==> src/rtl/sipo_rx_ctrl.sv <==
// Sequencer for a serial-in/parallel-out shift register: it clears the SIPO,
// gates its shifting, counts WIDTH bits and hands the word over on valid/ready.
module sipo_rx_ctrl #(
  parameter int WIDTH = 4,
  parameter int CNT_W = 8
) (
  input  logic             clk,
  input  logic             rst,
  input  logic             start,
  input  logic             abort,
  input  logic             bit_valid,
  output logic             sipo_shift_en,
  output logic             sipo_clr,
  input  logic [WIDTH-1:0] sipo_q,
  output logic [WIDTH-1:0] word_out,
  output logic             word_valid,
  input  logic             word_ready,
  output logic             busy,
  output logic             overrun,
  input  logic             overrun_clr,
  output logic [CNT_W-1:0] word_cnt
);

  localparam int BW = $clog2(WIDTH);
  localparam logic [BW-1:0] LAST_BIT = BW'(WIDTH - 1);

  typedef enum logic [1:0] {IDLE, SHIFT, CAPTURE} state_t;

  state_t        state, state_next;
  logic [BW-1:0] bit_cnt, bit_cnt_next;
  logic          shift_en, clr;
  logic          capture, accept, load, drop;

  always_ff @(posedge clk or posedge rst) begin
    if (rst) begin
      state   <= IDLE;
      bit_cnt <= '0;
    end else begin
      state   <= state_next;
      bit_cnt <= bit_cnt_next;
    end
  end

  always_comb begin
    state_next   = state;
    bit_cnt_next = bit_cnt;
    shift_en     = 1'b0;
    clr          = 1'b0;
    case (state)
      IDLE: begin
        clr = start;
        if (start) begin
          state_next   = SHIFT;
          bit_cnt_next = '0;
        end
      end
      SHIFT: begin
        if (abort) begin
          state_next   = IDLE;
          bit_cnt_next = '0;
        end else if (bit_valid) begin
          shift_en = 1'b1;
          if (bit_cnt == LAST_BIT) begin
            state_next   = CAPTURE;
            bit_cnt_next = '0;
          end else begin
            bit_cnt_next = bit_cnt + BW'(1);
          end
        end
      end
      CAPTURE: state_next = IDLE;
      default: state_next = IDLE;
    endcase
  end

  // The SIPO must not move while reset is held, even though state is already IDLE.
  assign sipo_shift_en = shift_en & ~rst;
  assign sipo_clr      = clr & ~rst;
  assign busy          = (state != IDLE);

  assign capture = (state == CAPTURE);
  assign accept  = word_valid & word_ready;
  assign load    = capture & (~word_valid | word_ready);
  assign drop    = capture & word_valid & ~word_ready;

  always_ff @(posedge clk or posedge rst) begin
    if (rst) begin
      word_out   <= '0;
      word_valid <= 1'b0;
      word_cnt   <= '0;
      overrun    <= 1'b0;
    end else begin
      if (load) begin
        word_out   <= sipo_q;
        word_valid <= 1'b1;
        word_cnt   <= word_cnt + CNT_W'(1);
      end else if (accept) begin
        word_valid <= 1'b0;
      end
      // A drop in the same cycle as a clear request leaves the flag set.
      if (drop) overrun <= 1'b1;
      else if (overrun_clr) overrun <= 1'b0;
    end
  end

endmodule

==> config.mk <==
export PLATFORM = sky130hd
export DESIGN_NAME = sipo_rx_ctrl
export DESIGN_NICKNAME = d
export VERILOG_FILES = /design/src/rtl/sipo_rx_ctrl.sv
export SDC_FILE = /design/constraint.sdc
export NUM_CORES = 1
export LEC_CHECK = 0
export CAP_MARGIN = 15
export CORE_UTILIZATION = 39
export CTS_CLUSTER_DIAMETER = 80
export DETAILED_ROUTE_END_ITERATION = 8
export GPL_TIMING_DRIVEN = 0
export PLACE_DENSITY = 0.75
export SLEW_MARGIN = 5
export SYNTH_ARGS = -nofsm -noshare
export SYNTH_HDL_FRONTEND = slang
export SYNTH_SLANG_ARGS = --single-unit
==> constraint.sdc <==
create_clock -name clk -period 1.3 [get_ports clk]
set_input_delay 0.13 -clock clk [delete_from_list [all_inputs] [get_ports clk]]
set_output_delay 0.13 -clock clk [all_outputs]
set_load 0.01 [all_outputs]
# Word-level counts from Yosys, hierarchy flattened
# Index checks and enable logic that the tools add are counted.
classes:
  n_addsub: 2
  n_eq_ne: 6
  mux: 18
  bitwise_logic: 10
  reduce_logical: 7
op_table:
  columns: ["op", "count"]
  rows:
  - ["$mux 2", 8]
  - ["$add 8x1->8 const B", 1]
  - ["$mux 1", 8]
  - ["$pmux 2 s2", 2]
  - ["$reduce_bool 2->1", 4]
  - ["$and 1x1->1", 6]
  - ["$ne 3x3->1 const B", 2]
  - ["$reduce_and 3->1", 2]
  - ["$eq 2x2->1 const B", 2]
  - ["$not 1->1", 3]
  - ["$add 2x1->2 const B", 1]
  - ["$eq 2x1->1 const B", 1]
  - ["$logic_not 2->1", 1]
  - ["$ne 2x2->1 const B", 1]
  - ["$or 1x1->1", 1]
totals:
  regBits: 18
  wordCells: 49

# Logic depth before layout (Yosys ltp)
logic_depth:
  word_depth: 5
  mapped_depth: 5

# Worst setup path after synthesis
# Ideal clock, no wire load.
synth_path:
  path_type: "reg2reg"
  from: "register state[0]"
  to: "register word_out[0]"
  setup_time_ns: 0.125
  t_arrival_ns: 1.146
  path_slack_ns: 0.030
  stages_incl_launch_ff: 5
  n_path_buf: 1
  synth_period_minus_slack_ns: 1.270
  cell_sequence: "dfrtp_1 nand2b_4 nor2b_4 buf_6 mux2_2"
synth_between:
  elab_chain_len: 2
synth_rtl:
  columns: ["item", "line_no", "text"]
  rows:
  - ["start, declared", "29", "state_t state, state_next;"]
  - ["start signal, assigned", "39", "state <= state_next;"]
  - ["$eq 2x2->1", "81", "assign capture = (state == CAPTURE);"]
  - ["$and 1x1->1", "83", "assign load = capture & (~word_valid | word_ready);"]
  - ["end signal, assigned", "94", "word_out <= sipo_q;"]
  - ["end, declared", "15", "output logic [WIDTH-1:0] word_out,"]
# No other way between the ends.
# A chain may end at the register's enable or synchronous reset.

# Worst setup path after layout
layout_path:
  from: "register state[0]"
  to: "output sipo_clr"
layout_between:
  elab_chain_len: 3
layout_rtl:
  columns: ["item", "line_no", "text"]
  rows:
  - ["$logic_not 2->1", "49", "case (state)"]
  - ["$mux 1", "49", null]
  - ["$and 1x1->1", "78", "assign sipo_clr = clr & ~rst;"]
  - ["end, declared", "13", "output logic sipo_clr,"]
# No other way between the ends.

==> qor.yml <==
die-width_um: 47.4
ant_nets: 0
root_buffer: "clkbuf_4"
ys_seq_area_share_pct: 56.2
nNetsFinal: 128
core_um2: 1940
final_common_cell: "dfrtp_1"
path_clk_slew_ps: 100
synth_fp_nets: 77
yosysWarnings: 0
fmax_ghz: 0.684
path_delay_family: "flip-flops"
max_stage_delay_ps: 410
drt_iter0_drc: 9
place_area_um2: 1110
maxSlewViolCount: 0
cts_buffers: 3
hold_violations: 0
rsz0062_at_grt: "yes"
row_count: 16
finalSetupViolCount: 14
die-area_um2: 2240
die_h_um: 47.4
required_ps: 1170
grt-ovfl-total: 0
synth-seq-cells: 18
power.density_nw_per_um2: 828
cts_sinks: 18
grt_pass1_wl_mm: 2.63
min_period_ps: 1460
routedWlPerCell_um: 13.2
period_share_pct: 112
clockBufferDepth: 2
cts_hold_repair.buffers: 0
nFillCells: 148
drt_first_pass_iters: 3
peakVddDrop_mv: 0.816
slowest_stage: "dfrtp_1"
vias: 686
syn2layout_area_growth_pct: 70.0
gp_congestion: 0.748
rrSetupSlack_ps: -130
setup_slack_ps: -161
skew_ps: 3.07
first_global_vias: 611
cp_cell_sequence: "buf_6, or2_4, nor3b_2, buf_2"
grt_max_degree: 19
num_io_pins: 28
drt_wl_total_mm: 1.86
max_slew.worst_pin.slew_ps: 262
worstPathMaxFanout: 3
fin_area_um2: 1360
diodes: 0
drc: 0
power.leakage_nw: 0.708
clk-insertion-delay-late_ps: 290
slew_headroom_pct: 82.4
initial_utilization_pct: 41.3
violations: "negative setup slack"
port_buffers: 27
fin_util_pct: 70.2
viasPerCell: 4.87
worst_hold_path_type: "input pin to asynchronous set/reset pin"
end_kind: "primary output"
crit_type: "flip-flop to primary output"
outcome: "finished with violations"
netlist_area_um2: 802
max_cap_violations: 0
cts_max_level: 1
drive_above_1_share_pct: 41.2
dp_slack_ps: -717
crit_arrival_ps: 1330
synthCells: 64
synth_cell_types: 23
cts_tree: "done"
worstSetupStartpointType: "flip-flop"
grt_use_total_pct: 17.6
dp_hpwl_mm: 1.10
total_power_mw: 1.13
syn_avg_cell_area_um2: 12.5
path_buf_inv: 2
antenna_found_initial: 0
mostFrequentLayoutCells: "17 x dfrtp_1, 14 x dlygate4sd2_1, 14 x buf_4"
kinds of logic after synthesis:
family | after synthesis | synth area share (%)
AO/OA/AOI/OAI | 4 | 3.12
XOR/XNOR | 7 | 7.64
adder cells (fa/ha/maj) | 2 | 3.12
buffers and inverters | 3 | 2.34
flip-flops | 18 | 56.2
multiplexers | 7 | 9.67
AND/OR/NAND/NOR | 23 | 17.9
per-stage QoR:
stage | hold slack, ps | cells | setup TNS, ps
floorplan | 73.7 | 64 | 0
global placement | 461 | 118 | -2700
detailed placement | 490 | 118 | -3130
CTS | 286 | 141 | -990
global route | 304 | 141 | -2030
finish | 289 | 141 | -1110
sequential cells by signal, summed over array words and instances (netlist names):
signal      count
word_out        4
overrun         1
word_cnt        8
state           2
word_valid      1
bit_cnt         2
where the power goes:
part / switching [mW] / internal, mW
combinational: 0.0801 / 0.121
clock: 0.164 / 0.171
sequential: 0.0133 / 0.580
layer usage:
layer	vias to the layer above	wire length, um	global-route usage [%]	share of wire, %
li1	320	-	-	-
met1	348	763	22.0	41
met2	16	987	27.1	53
met3	2	96	7.69	5.2
met4	0	14	6.29	0.75
met5	-	0	0	0
repair_timing:
| item | in CTS | in global routing |
|---|---|---|
| resized for setup | 39 | 17 |
| setup endpoints to repair | 20 | 16 |
| cloned | 1 | 0 |
| pin swaps | 4 | 9 |
| buffers inserted | 18 | 2 |
area by class of cell:
| cell class | count | area, um^2 | area share (%) |
|---|---|---|---|
| Buffer | 1 | 11.3 | 0.826 |
| Clock buffer | 4 | 36.3 | 2.66 |
| Inverter | 2 | 11.3 | 0.826 |
| Multi-Input combinational cell | 43 | 414 | 30.4 |
| Sequential cell | 18 | 452 | 33.1 |
| Tap cell | 27 | 33.8 | 2.48 |
| Timing Repair Buffer | 46 | 405 | 29.7 |
tightest hold or removal path: stages:
cell             delay [ps]
clkdlybuf4s50_1         470
clkinvlp_4              110
buf_4                   250
synthesized netlist by cell type (all sizes together):
| cell type | n | area share (%) |
|---|---|---|
| buf | 1 | 1.4 |
| xnor2 | 6 | 6.6 |
| nor4 | 1 | 0.78 |
| mux2 | 6 | 8.4 |
| o21ai | 1 | 0.62 |
| nand4 | 3 | 2.3 |
| mux2i | 1 | 1.2 |
| nand2 | 4 | 1.9 |
| and2 | 2 | 1.6 |
| nor3b | 2 | 1.9 |
| a22o | 1 | 1.1 |
| inv | 2 | 0.94 |
| o22ai | 1 | 0.78 |
| xor2 | 1 | 1.1 |
| or2 | 1 | 0.78 |
| a21oi | 1 | 0.62 |
| nor2b | 1 | 1.7 |
| nand2b | 3 | 3.3 |
| and3 | 3 | 2.3 |
| dfrtp | 18 | 56 |
| nor2 | 3 | 1.4 |
| ha | 2 | 3.1 |
worst paths after layout:
kind	start	end	depth (start not counted)
max in group asynchronous	rst	state[1]$_DFFE_PP0P_	3
setup reg to reg	state[0]$_DFFE_PP0P_	word_out[3]$_DFFE_PP0P_	5
min in group clk	overrun_clr	overrun$_DFFE_PP0P_	2
hold / removal	rst	state[0]$_DFFE_PP0P_	3
setup / recovery	state[0]$_DFFE_PP0P_	sipo_clr	4
hold reg to reg	word_cnt[7]$_DFFE_PP0P_	word_cnt[7]$_DFFE_PP0P_	1
No activity file was read; power rests on OpenSTA's default activity.
